### src/rtl/sprite_plotter.sv
// sprite_plotter: rectangle rasteriser feeding the VGA adapter pixel-write port.
// Latches a press/garbage/clear command on start, then emits one pixel per clock.
module sprite_plotter #(
  parameter int unsigned X_W        = 8,
  parameter int unsigned Y_W        = 7,
  parameter int unsigned SLOTS      = 4,
  parameter int unsigned P_W        = (SLOTS > 2) ? $clog2(SLOTS) : 1,
  parameter int unsigned SLOT_PITCH = 40,
  parameter int unsigned PRESS_W    = 40,
  parameter int unsigned PRESS_H    = 60,
  parameter int unsigned PRESS_X0   = 0,
  parameter int unsigned PRESS_Y0   = 0,
  parameter int unsigned GARB_W     = 20,
  parameter int unsigned GARB_H     = 20,
  parameter int unsigned GARB_X0    = 10,
  parameter int unsigned GARB_Y0    = 100,
  parameter int unsigned SCREEN_W   = 160,
  parameter int unsigned SCREEN_H   = 120,
  parameter logic [2:0]  FG         = 3'b111,
  parameter logic [2:0]  BG         = 3'b000
) (
  input  logic           clk,
  input  logic           reset_n,
  input  logic           start,
  input  logic           item,
  input  logic           erase,
  input  logic           clear,
  input  logic [P_W-1:0] position,
  output logic           busy,
  output logic           done,
  output logic [X_W-1:0] x_cord,
  output logic [Y_W-1:0] y_cord,
  output logic [2:0]     colour_out,
  output logic           plot
);

  localparam int unsigned MAX_W0 = (PRESS_W > GARB_W) ? PRESS_W : GARB_W;
  localparam int unsigned MAX_W  = (SCREEN_W > MAX_W0) ? SCREEN_W : MAX_W0;
  localparam int unsigned MAX_H0 = (PRESS_H > GARB_H) ? PRESS_H : GARB_H;
  localparam int unsigned MAX_H  = (SCREEN_H > MAX_H0) ? SCREEN_H : MAX_H0;
  localparam int unsigned CW     = (MAX_W > 1) ? $clog2(MAX_W) : 1;
  localparam int unsigned CH     = (MAX_H > 1) ? $clog2(MAX_H) : 1;

  localparam logic [1:0] IDLE = 2'd0;
  localparam logic [1:0] DRAW = 2'd1;
  localparam logic [1:0] DONE = 2'd2;

  logic [1:0]     state_q, state_d;
  logic [CW-1:0]  xc_q, xc_d, wm1_q, wm1_d;
  logic [CH-1:0]  yc_q, yc_d, hm1_q, hm1_d;
  logic [X_W-1:0] ox_q, ox_d, x_cord_q, x_cord_d;
  logic [Y_W-1:0] oy_q, oy_d, y_cord_q, y_cord_d;
  logic [2:0]     col_q, col_d, colour_q, colour_d;
  logic           plot_q, plot_d, done_q, done_d, busy_q, busy_d;
  logic [X_W-1:0] slot_off;
  logic           pos_bad;

  assign slot_off = X_W'(X_W'(position) * X_W'(SLOT_PITCH));
  assign pos_bad  = 32'(position) >= SLOTS;

  // Next-state, command latching, counter stepping and pixel outputs
  always_comb begin
    state_d  = state_q;
    xc_d     = xc_q;
    yc_d     = yc_q;
    wm1_d    = wm1_q;
    hm1_d    = hm1_q;
    ox_d     = ox_q;
    oy_d     = oy_q;
    col_d    = col_q;
    x_cord_d = x_cord_q;
    y_cord_d = y_cord_q;
    colour_d = colour_q;
    plot_d   = 1'b0;
    done_d   = 1'b0;
    busy_d   = (state_q != IDLE);
    case (state_q)
      IDLE: begin
        if (start) begin
          xc_d = '0;
          yc_d = '0;
          if (clear) begin
            ox_d    = '0;
            oy_d    = '0;
            wm1_d   = CW'(SCREEN_W - 1);
            hm1_d   = CH'(SCREEN_H - 1);
            col_d   = BG;
            state_d = DRAW;
          end else begin
            if (item) begin
              ox_d  = X_W'(PRESS_X0) + slot_off;
              oy_d  = Y_W'(PRESS_Y0);
              wm1_d = CW'(PRESS_W - 1);
              hm1_d = CH'(PRESS_H - 1);
            end else begin
              ox_d  = X_W'(GARB_X0) + slot_off;
              oy_d  = Y_W'(GARB_Y0);
              wm1_d = CW'(GARB_W - 1);
              hm1_d = CH'(GARB_H - 1);
            end
            col_d   = erase ? BG : FG;
            // A slot index beyond the configured slots draws nothing
            state_d = pos_bad ? DONE : DRAW;
          end
        end
      end
      DRAW: begin
        x_cord_d = ox_q + X_W'(xc_q);
        y_cord_d = oy_q + Y_W'(yc_q);
        colour_d = col_q;
        plot_d   = 1'b1;
        if (xc_q < wm1_q) begin
          xc_d = xc_q + CW'(1);
        end else if (yc_q < hm1_q) begin
          xc_d = '0;
          yc_d = yc_q + CH'(1);
        end else begin
          xc_d    = '0;
          yc_d    = '0;
          state_d = DONE;
        end
      end
      DONE: begin
        done_d  = 1'b1;
        state_d = IDLE;
      end
      default: state_d = IDLE;
    endcase
  end

  // State, command and output registers with asynchronous clear
  always_ff @(posedge clk or negedge reset_n) begin
    if (!reset_n) begin
      state_q  <= IDLE;
      xc_q     <= '0;
      yc_q     <= '0;
      wm1_q    <= '0;
      hm1_q    <= '0;
      ox_q     <= '0;
      oy_q     <= '0;
      col_q    <= '0;
      x_cord_q <= '0;
      y_cord_q <= '0;
      colour_q <= '0;
      plot_q   <= 1'b0;
      done_q   <= 1'b0;
      busy_q   <= 1'b0;
    end else begin
      state_q  <= state_d;
      xc_q     <= xc_d;
      yc_q     <= yc_d;
      wm1_q    <= wm1_d;
      hm1_q    <= hm1_d;
      ox_q     <= ox_d;
      oy_q     <= oy_d;
      col_q    <= col_d;
      x_cord_q <= x_cord_d;
      y_cord_q <= y_cord_d;
      colour_q <= colour_d;
      plot_q   <= plot_d;
      done_q   <= done_d;
      busy_q   <= busy_d;
    end
  end

  assign x_cord     = x_cord_q;
  assign y_cord     = y_cord_q;
  assign colour_out = colour_q;
  assign plot       = plot_q;
  assign done       = done_q;
  assign busy       = busy_q;

endmodule

### config.mk
export PLATFORM = sky130hd
export DESIGN_NAME = sprite_plotter
export DESIGN_NICKNAME = d
export VERILOG_FILES = /design/src/rtl/sprite_plotter.sv
export SDC_FILE = /design/constraint.sdc
export NUM_CORES = 1
export LEC_CHECK = 0
export CAP_MARGIN = 30
export CORE_MARGIN = 2
export CORE_UTILIZATION = 30
export DETAILED_ROUTE_END_ITERATION = 12
export GPL_ROUTABILITY_DRIVEN = 0
export RECOVER_POWER = 100
export SETUP_SLACK_MARGIN = 0.02
export SYNTH_ARGS = -nofsm -noshare
export SYNTH_HDL_FRONTEND = slang
export SYNTH_SLANG_ARGS = --single-unit
### constraint.sdc
create_clock -name clk -period 3.5 [get_ports clk]
set_input_delay 0.525 -clock clk [delete_from_list [all_inputs] [get_ports clk]]
set_output_delay 0.525 -clock clk [all_outputs]
set_load 0.1 [all_outputs]
==> impl_metrics.tcl, run 1 <==
set metrics [dict create \
    synthesis.area_sq_mm 0.002691 \
    hpwlAfterDp_um 4155 \
    wl_per_cell_um 13.79 \
    clkSlewWorstSetupHoldPaths_ns 0.09 \
    synth_most_common_cell "nand2_1" \
    placementRows 34 \
    clock_latency_ns 0.30 \
    crit_path_max_incr_delay_ns 0.64 \
    maxSlewHeadroom_pct 3.446 \
    htreeDepth 2 \
    cp_top_family "simple AND/OR/NAND/NOR gates" \
    crit_required_ns 3.72 \
    antenna_found_initial 0 \
    cp_max_fo 27 \
    syn_to_final_growth_pct 17.20 \
    cp_slowest_cell "nor3_1" \
    synth_edf_count 0 \
    max_cap_viol_count 0 \
    slew_violations 0 \
    rrSetupSlack_ns 0.88 \
    cts-root-buf "clkbuf_8" \
    ant_nets 0 \
    io_pins 29 \
    post-route-period-util_pct 74.90 \
    endpoint_kind "register" \
    vias_per_cell 4.834 \
    cts_buffer_depth 2 \
    grt_pass1_wl_um 9694 \
    vias 1982 \
    yosys_most_used_dff "dfrtp_1" \
    synth_area_leader_cell "dfrtp_1" \
    worstSetupStartpointType "register" \
    tightestPinTransition_ns 1.448 \
    cts_tree "done" \
    drc_errors 0 \
    dieWidth_um 98.72 \
    setup_viol 0 \
    dieHeight_um 98.72 \
    timing.fmax_mhz 381.4 \
    fin_setup_tns_ns 0 \
    drt-pass1-iter-count 4 \
    synth_cell_types 46 \
    cts_hold_buf 0 \
    clock_sinks 48 \
    cp.depth 7 \
    syn_inst 275 \
    core_region_area_sq_mm 0.008721 \
    drt_iter0_drc 41 \
    routed_wl_um 5653 \
    io_buffer_count 28 \
    status "completed" \
    finalCriticalPeriod_ns 2.622 \
    syn_area_per_cell_sq_um 9.787 \
    dieArea_sq_mm 0.009745 \
    path_cells "nand2b_4, inv_1, and3_1, a41o_1, nor3_1, o21ai_0, o31ai_2" \
    rsz0062_at_grt "false" \
    nets 335 \
    path_buf_inv 1 \
    initial_utilization_pct 30.86 \
    postCtsSetupRepairBufs 0 \
    numCtsBuffers 5 \
    async_flop_share_pct 100.0 \
    track_usage_pct 12.33 \
    netlist_top_cells_area "dfrtp_1, ha_1, nand2_1" \
    ff2ff_path_depth 7 \
    final_hold_viol_count 0 \
    yosysSeqAreaShare_pct 44.63 \
    setup.worst_path.class "reg2reg" \
    synth_common_cells "nand2_1, dfrtp_1, ha_1" \
    diodes 0 \
    drive_above_1_share_pct 7.947 \
    min_path_type "in2async" \
    syn_nets 309 \
    final.setup_skew_ns 0.009415 \
    synthDominantCellAreaShare_pct 44.63 \
    ys_warn_count 0 \
    grt-ovfl-total 0 \
    cts_repair_resize_count 0 \
    nFillCells 907 \
    critPathArrivalTime_ns 2.84 \
    grt_pass1_vias 2049 \
    ys_ff_latch 48 \
    grt_max_degree 28 \
]
## final timing paths
path	startpoint	end
worst max-delay path	state_q[0]	yc_q[6]
worst min-delay path	reset_n	y_cord[3]
worst max register to register	state_q[0]	yc_q[6]
worst min register to register	x_cord[1]	x_cord[1]
max in group asynchronous	reset_n	hm1_q[3]
min in group clk	x_cord[1]	x_cord[1]
## sequential cells by signal (all words and copies together), names as in the netlist
register and count:
done 1, yc_q 7, colour_out 1, col_q 1, wm1_q 1, x_cord 8
xc_q 8, state_q 2, y_cord 7, hm1_q 4, busy 1, ox_q 6
plot 1
## layout make-up
cell class | instances | area [sq um] | area share [%]
Clock buffer | 6 | 72.57 | 2.301
Clock inverter | 2 | 35.03 | 1.111
Inverter | 14 | 52.55 | 1.666
Multi-Input combinational cell | 202 | 1373 | 43.51
Sequential cell | 48 | 1201 | 38.08
Tap cell | 108 | 135.1 | 4.284
Timing Repair Buffer | 30 | 285.3 | 9.044
## routing by layer
metal  share of wire (%)  up-vias  global-route usage (%)
li1                    -     1001                       -
met3                 3.8        7                   2.979
met5                   0        -                       0
met1                  48      941                   15.75
met4                 1.3        0                   3.056
met2                  47       33                   21.09
## cell usage in the layout, fill, tap and decap left out, types with 2 or more instances in the layout
master | Yosys | routed
o21ai_1 | 7 | 3
clkbuf_1 | 6 | 3
o31ai_1 | 5 | 5
a21boi_0 | 2 | 2
nand3_1 | 12 | 12
and3_1 | 2 | 2
and2_2 | 4 | 4
nand2_1 | 57 | 57
xor2_1 | 3 | 3
inv_1 | 13 | 14
nor2_1 | 7 | 7
dfrtp_1 | 48 | 48
clkdlybuf4s50_1 | 0 | 5
o21bai_1 | 2 | 2
a21oi_1 | 9 | 9
nor3_1 | 2 | 3
o311ai_0 | 0 | 3
ha_1 | 26 | 26
o31ai_2 | 4 | 4
dlygate4sd3_1 | 0 | 22
o21ai_0 | 14 | 18
clkbuf_8 | 0 | 5
or2_2 | 3 | 3
mux2i_1 | 3 | 3
a21o_1 | 6 | 6
a31oi_1 | 3 | 3
xnor2_1 | 8 | 8
nor2b_1 | 3 | 3
## cells by family after synthesis
group | after synthesis | synth area share [%]
buf+inv | 25 | 3.951
flops | 48 | 44.63
compound gates | 63 | 16.92
mux | 3 | 1.116
simple gates | 99 | 17.71
fa+ha+maj | 26 | 12.09
xor+xnor | 11 | 3.580
## stage by stage
stage | hold WS, ns | instance area, sq um | worst slack, ns | cells | util [%]
final | 0.4444 | 3154 | 0.8784 | 410 | 36.17
after CTS | 0.2172 | 3183 | 1.126 | 410 | 36.50
after detailed placement | 0.4639 | 3075 | 1.199 | 402 | 35.27
after floorplan | 0.2294 | 2691 | 1.405 | 275 | -
after global placement | 0.4574 | 3055 | 1.282 | 401 | 35.04
after global routing | 0.5066 | 3154 | 0.5551 | 410 | 36.17
## worst reg2reg max path, cell delays in order (launching register included)
cell      delay, ns
dfrtp_1        0.43
nand2b_4       0.28
inv_1          0.31
and3_1         0.27
a41o_1         0.26
nor3_1         0.64
o21ai_0        0.25
o31ai_2        0.10
Power of run 1 is left out: the tool's default activity adds up to more than one toggle a clock period on the data nets, which glitch-free logic cannot reach.
==> run 2, diff against run 1 <==
Clock period 3.5 ns to 2.2 ns, I/O delays scaled along.
==> run 2 against run 1 <==
Against the previous run: sequential share of layout area fell by 0.42 points; die area is the same; non-clock buffer count up 17; sequential cell count did not move; via count increased by 2.9%; first-iteration DRC count grew 130%; design area increased by 1.1%; clock skew is 0.0032 ns lower; worst setup slack lost 0.76 ns; register-to-register slack worse by 0.76 ns.
==> impl_metrics.tcl, run 2 (synthesized netlist as in run 1, its figures left out) <==
set metrics [dict create \
    seq_area_sq_mm 0.001201 \
    syn_to_final_growth_pct 18.50 \
    clock_sinks 48 \
    drive_above_1_share_pct 15.05 \
    antenna_found_initial 0 \
    final.setup_skew_ns 0.006240 \
    fin_setup_tns_ns 0 \
    timing.fmax_mhz 480.9 \
    routed_wl_um 5576 \
    rsz0062_at_grt "false" \
    tightestPinTransition_ns 1.228 \
    drt-pass1-iter-count 4 \
    dr_wl_met2_um 2603 \
    cp_max_fo 8 \
    post-route-period-util_pct 94.51 \
    vias 2039 \
    track_usage_pct 11.82 \
    diodes 0 \
    cts_buffer_depth 2 \
    drt_iter0_drc 94 \
    crit_required_ns 2.39 \
    nets 352 \
    wl_met3_um 195 \
    placementRows 34 \
    cts-root-buf "clkbuf_8" \
    core_region_area_sq_mm 0.008721 \
    clock_latency_ns 0.30 \
    nFillCells 892 \
    clkSlewWorstSetupHoldPaths_ns 0.09 \
    grt_pass1_vias 1891 \
    wl_per_cell_um 13.06 \
    highest_layer "met4" \
    mostFrequentLayoutCell "nand2_1" \
    io_buffer_count 28 \
    initial_utilization_pct 30.86 \
    grt-ovfl-total 0 \
    critPathArrivalTime_ns 2.27 \
    wl_met1_um 2735 \
    post-route-util_pct 36.57 \
    drc_errors 0 \
    finalCriticalPeriod_ns 2.079 \
    setup_viol 0 \
    whs_ns 0.3448 \
    dieArea_sq_mm 0.009745 \
    setup.worst_path.class "reg2reg" \
    dieHeight_um 98.72 \
    endpoint_kind "register" \
    multi_input_area_sq_mm 0.001400 \
    hpwlAfterDp_um 4095 \
    layout_common_cells "nand2_1, dfrtp_1, ha_1" \
    vias_per_cell 4.775 \
    htreeDepth 2 \
    numCtsBuffers 5 \
    worstSetupStartpointType "register" \
    ant_nets 0 \
    status "completed" \
    grt_pass1_wl_um 9335 \
    io_pins 29 \
    maxSlewHeadroom_pct 18.14 \
    final_hold_viol_count 0 \
    min_path_type "in2async" \
    grt_max_degree 49 \
    cts_tree "done" \
    ff2ff_path_depth 9 \
    dieWidth_um 98.72 \
    slew_violations 0 \
    max_cap_viol_count 0 \
]
-- run 2: worst paths after layout --
check / from / endpoint / slack (ns)
worst max register to register: hm1_q[2] / yc_q[1] / 0.12
worst min-delay path: reset_n / y_cord[0] / 0.34
max in group asynchronous: reset_n / hm1_q[3] / 1.09
worst max-delay path: hm1_q[2] / yc_q[1] / 0.12
min in group clk: col_q[1] / colour_out[1] / 0.47
worst min register to register: col_q[1] / colour_out[1] / 0.47
-- run 2: final cells by class --
cell class | instances | share of cell area [%]
clock buffer | 6 | 2.589
clock inverter | 2 | 1.216
inverter | 14 | 1.648
multi-input combinational | 202 | 43.90
sequential | 48 | 37.66
tap | 108 | 4.237
timing repair buffer | 47 | 8.749
-- run 2: per-layer routing --
metal | vias up | global-route usage [%]
li1 | 1042 | -
met3 | 4 | 2.624
met5 | - | 0
met1 | 965 | 15.97
met2 | 28 | 19.20
met4 | 0 | 3.267
-- run 2: stage by stage --
stage | instance area (sq um) | instances | worst slack (ns)
after detailed placement | 3108 | 415 | -0.03267
after global routing | 3189 | 427 | 0.009356
after floorplan | 2691 | 275 | 0.1055
after global placement | 3108 | 415 | 0.02942
final | 3189 | 427 | 0.1207
after CTS | 3237 | 424 | 0.07873
-- run 2: what timing repair did --
item | 4_1_cts | 5_1_grt
buffers inserted | 1 | 3
endpoints found under the setup margin | 6 | 7
pin swaps | 1 | 3
gates resized for setup | 0 | 4
hold buffers | 0 | 0
-- run 2: worst max-delay path, cell delays in order, from the launching register on --
cell	delay, ns
dfrtp_1	0.38
inv_1	0.07
buf_4	0.14
ha_4	0.20
and4b_1	0.21
and3_1	0.19
a41o_1	0.24
nor3_4	0.27
clkbuf_4	0.21
o21ai_1	0.06
Power of run 2 is left out for the same reason.
==> run 3, diff against run 2 <==
Settings changed: SETUP_SLACK_MARGIN 0.02 to 0.05.
==> run 3 against run 2 <==
Against the previous run: first-iteration DRC count decreased by 4.3%; clock skew barely moved; design area increased by 0.12%; maximum frequency increased by 1.2%; global-route usage did not move; core utilization is essentially flat; sequential share of layout area about the same; worst setup slack gained 0.024 ns; critical path type unchanged; highest routed layer unchanged.
==> impl_metrics.tcl, run 3 (synthesized netlist as in run 1, its figures left out) <==
set metrics [dict create \
    mostFrequentLayoutCell "nand2_1" \
    grt_pass1_wl_um 9335 \
    cts-root-buf "clkbuf_8" \
    grt_util_met3_pct 2.624 \
    use_met1_pct 15.97 \
    stdcell_count 427 \
    min_path_type "in2async" \
    top_usage_layer "met2" \
    crit_required_ns 2.38 \
    worstSetupStartpointType "register" \
    grt-ovfl-total 0 \
    clkSlewWorstSetupHoldPaths_ns 0.09 \
    initial_utilization_pct 30.86 \
    cp_slowest_cell "dfrtp_1" \
    met2_usage_pct 19.20 \
    cp_max_fo 6 \
    layout_common_cells "nand2_1, dfrtp_1, ha_1" \
    drc_errors 0 \
    setup.worst_path.class "reg2reg" \
    grt_pass1_vias 1891 \
    io_pins 29 \
    syn_to_final_growth_pct 18.64 \
    vias_per_cell 4.801 \
    path_cells "inv_1, buf_6, ha_4, and4b_1, and3_1, a41o_1, clkbuf_1, o21ai_4, o21ai_0" \
    cts_tree "done" \
    slew_violations 0 \
    htreeDepth 2 \
    crit_path_max_incr_delay_ns 0.38 \
    setup_viol 0 \
    ff2ff_path_depth 9 \
    final.setup_skew_ns 0.006365 \
    grt_max_degree 49 \
    clock_sinks 48 \
    numCtsBuffers 5 \
    endpoint_kind "register" \
    cts_buffer_depth 2 \
    cts_hold_buf 0 \
    ant_nets 0 \
    drive_above_1_share_pct 15.36 \
    rsz0062_at_grt "false" \
    drt-pass1-iter-count 4 \
    routed_wl_um 5589 \
    antenna_found_initial 0 \
    diodes 0 \
    dieWidth_um 98.72 \
    clock_latency_ns 0.30 \
    maxSlewHeadroom_pct 18.50 \
    dieArea_sq_mm 0.009745 \
    status "completed" \
    critPathArrivalTime_ns 2.24 \
    nFillCells 891 \
    finalCriticalPeriod_ns 2.055 \
    place_inst 415 \
    max_cap_viol_count 0 \
    final_hold_viol_count 0 \
    hpwlAfterDp_um 4095 \
    placementRows 34 \
    track_usage_pct 11.82 \
    dieHeight_um 98.72 \
    io_buffer_count 28 \
    tightestPinTransition_ns 1.223 \
    timing.fmax_mhz 486.7 \
    core_region_area_sq_mm 0.008721 \
    vias 2050 \
    wl_per_cell_um 13.09 \
    post-route-period-util_pct 93.40 \
    drt_iter0_drc 90 \
    nets 352 \
]
## run 3: changes by cell type in the layout (fill, tap and decap cells not counted), sizes merged
| cell | delta |
|---|---|
| clkbuf | -1 |
| buf | +1 |
## run 3: per-stage QoR
| stage | setup TNS [ns] | hold WS (ns) | setup slack, ns | util (%) | cell area (sq um) |
|---|---|---|---|---|---|
| floorplan | 0 | 0.03441 | 0.1055 | - | 2691 |
| global placement | 0 | 0.4563 | 0.02942 | 35.64 | 3108 |
| detailed placement | -0.08759 | 0.4540 | -0.03267 | 35.64 | 3108 |
| CTS | 0 | 0.1419 | 0.07873 | 37.12 | 3237 |
| global route | 0 | 0.4636 | 0.03448 | 36.61 | 3193 |
| finish | 0 | 0.3419 | 0.1452 | 36.61 | 3193 |
## run 3: final timing paths
| kind | slack, ns | startpoint | end |
|---|---|---|---|
| setup / recovery | 0.15 | hm1_q[2] | yc_q[2] |
| hold / removal | 0.34 | reset_n | y_cord[0] |
| setup reg to reg | 0.15 | hm1_q[2] | yc_q[2] |
| hold reg to reg | 0.48 | col_q[1] | colour_out[1] |
| max in group asynchronous | 1.09 | reset_n | hm1_q[3] |
| min in group clk | 0.48 | col_q[1] | colour_out[1] |
## run 3: timing repair
action | CTS | global route
pin swaps | 1 | 3
setup buffers | 1 | 3
endpoints found under the setup margin | 6 | 8
resized for setup | 0 | 6
## run 3: critical path, delay by kind of cell, from the launching register on
| family | cells | cell delay [ns] |
|---|---|---|
| AOI/OAI and AO/OA | 3 | 0.62 |
| adders and majority gates | 1 | 0.20 |
| and+or+nand+nor | 2 | 0.40 |
| DFF | 1 | 0.38 |
| buffers and inverters | 3 | 0.35 |
## run 3: cell type report
type                            count  area [sq um]  share of cell area (%)
Clock buffer                        6         82.58                   2.586
Clock inverter                      2         38.79                   1.215
Inverter                           14         52.55                   1.646
Multi-Input combinational cell    202          1400                   43.85
Sequential cell                    48          1201                   37.62
Tap cell                          108         135.1                   4.232
Timing Repair Buffer               47         282.8                   8.856
## run 3: routing by layer
metal / share of wire [%] / routed length (um)
met5: 0 / 0
met4: 0.75 / 42
met3: 3.6 / 199
met2: 47 / 2607
met1: 49 / 2739
Power of run 3 is left out for the same reason.
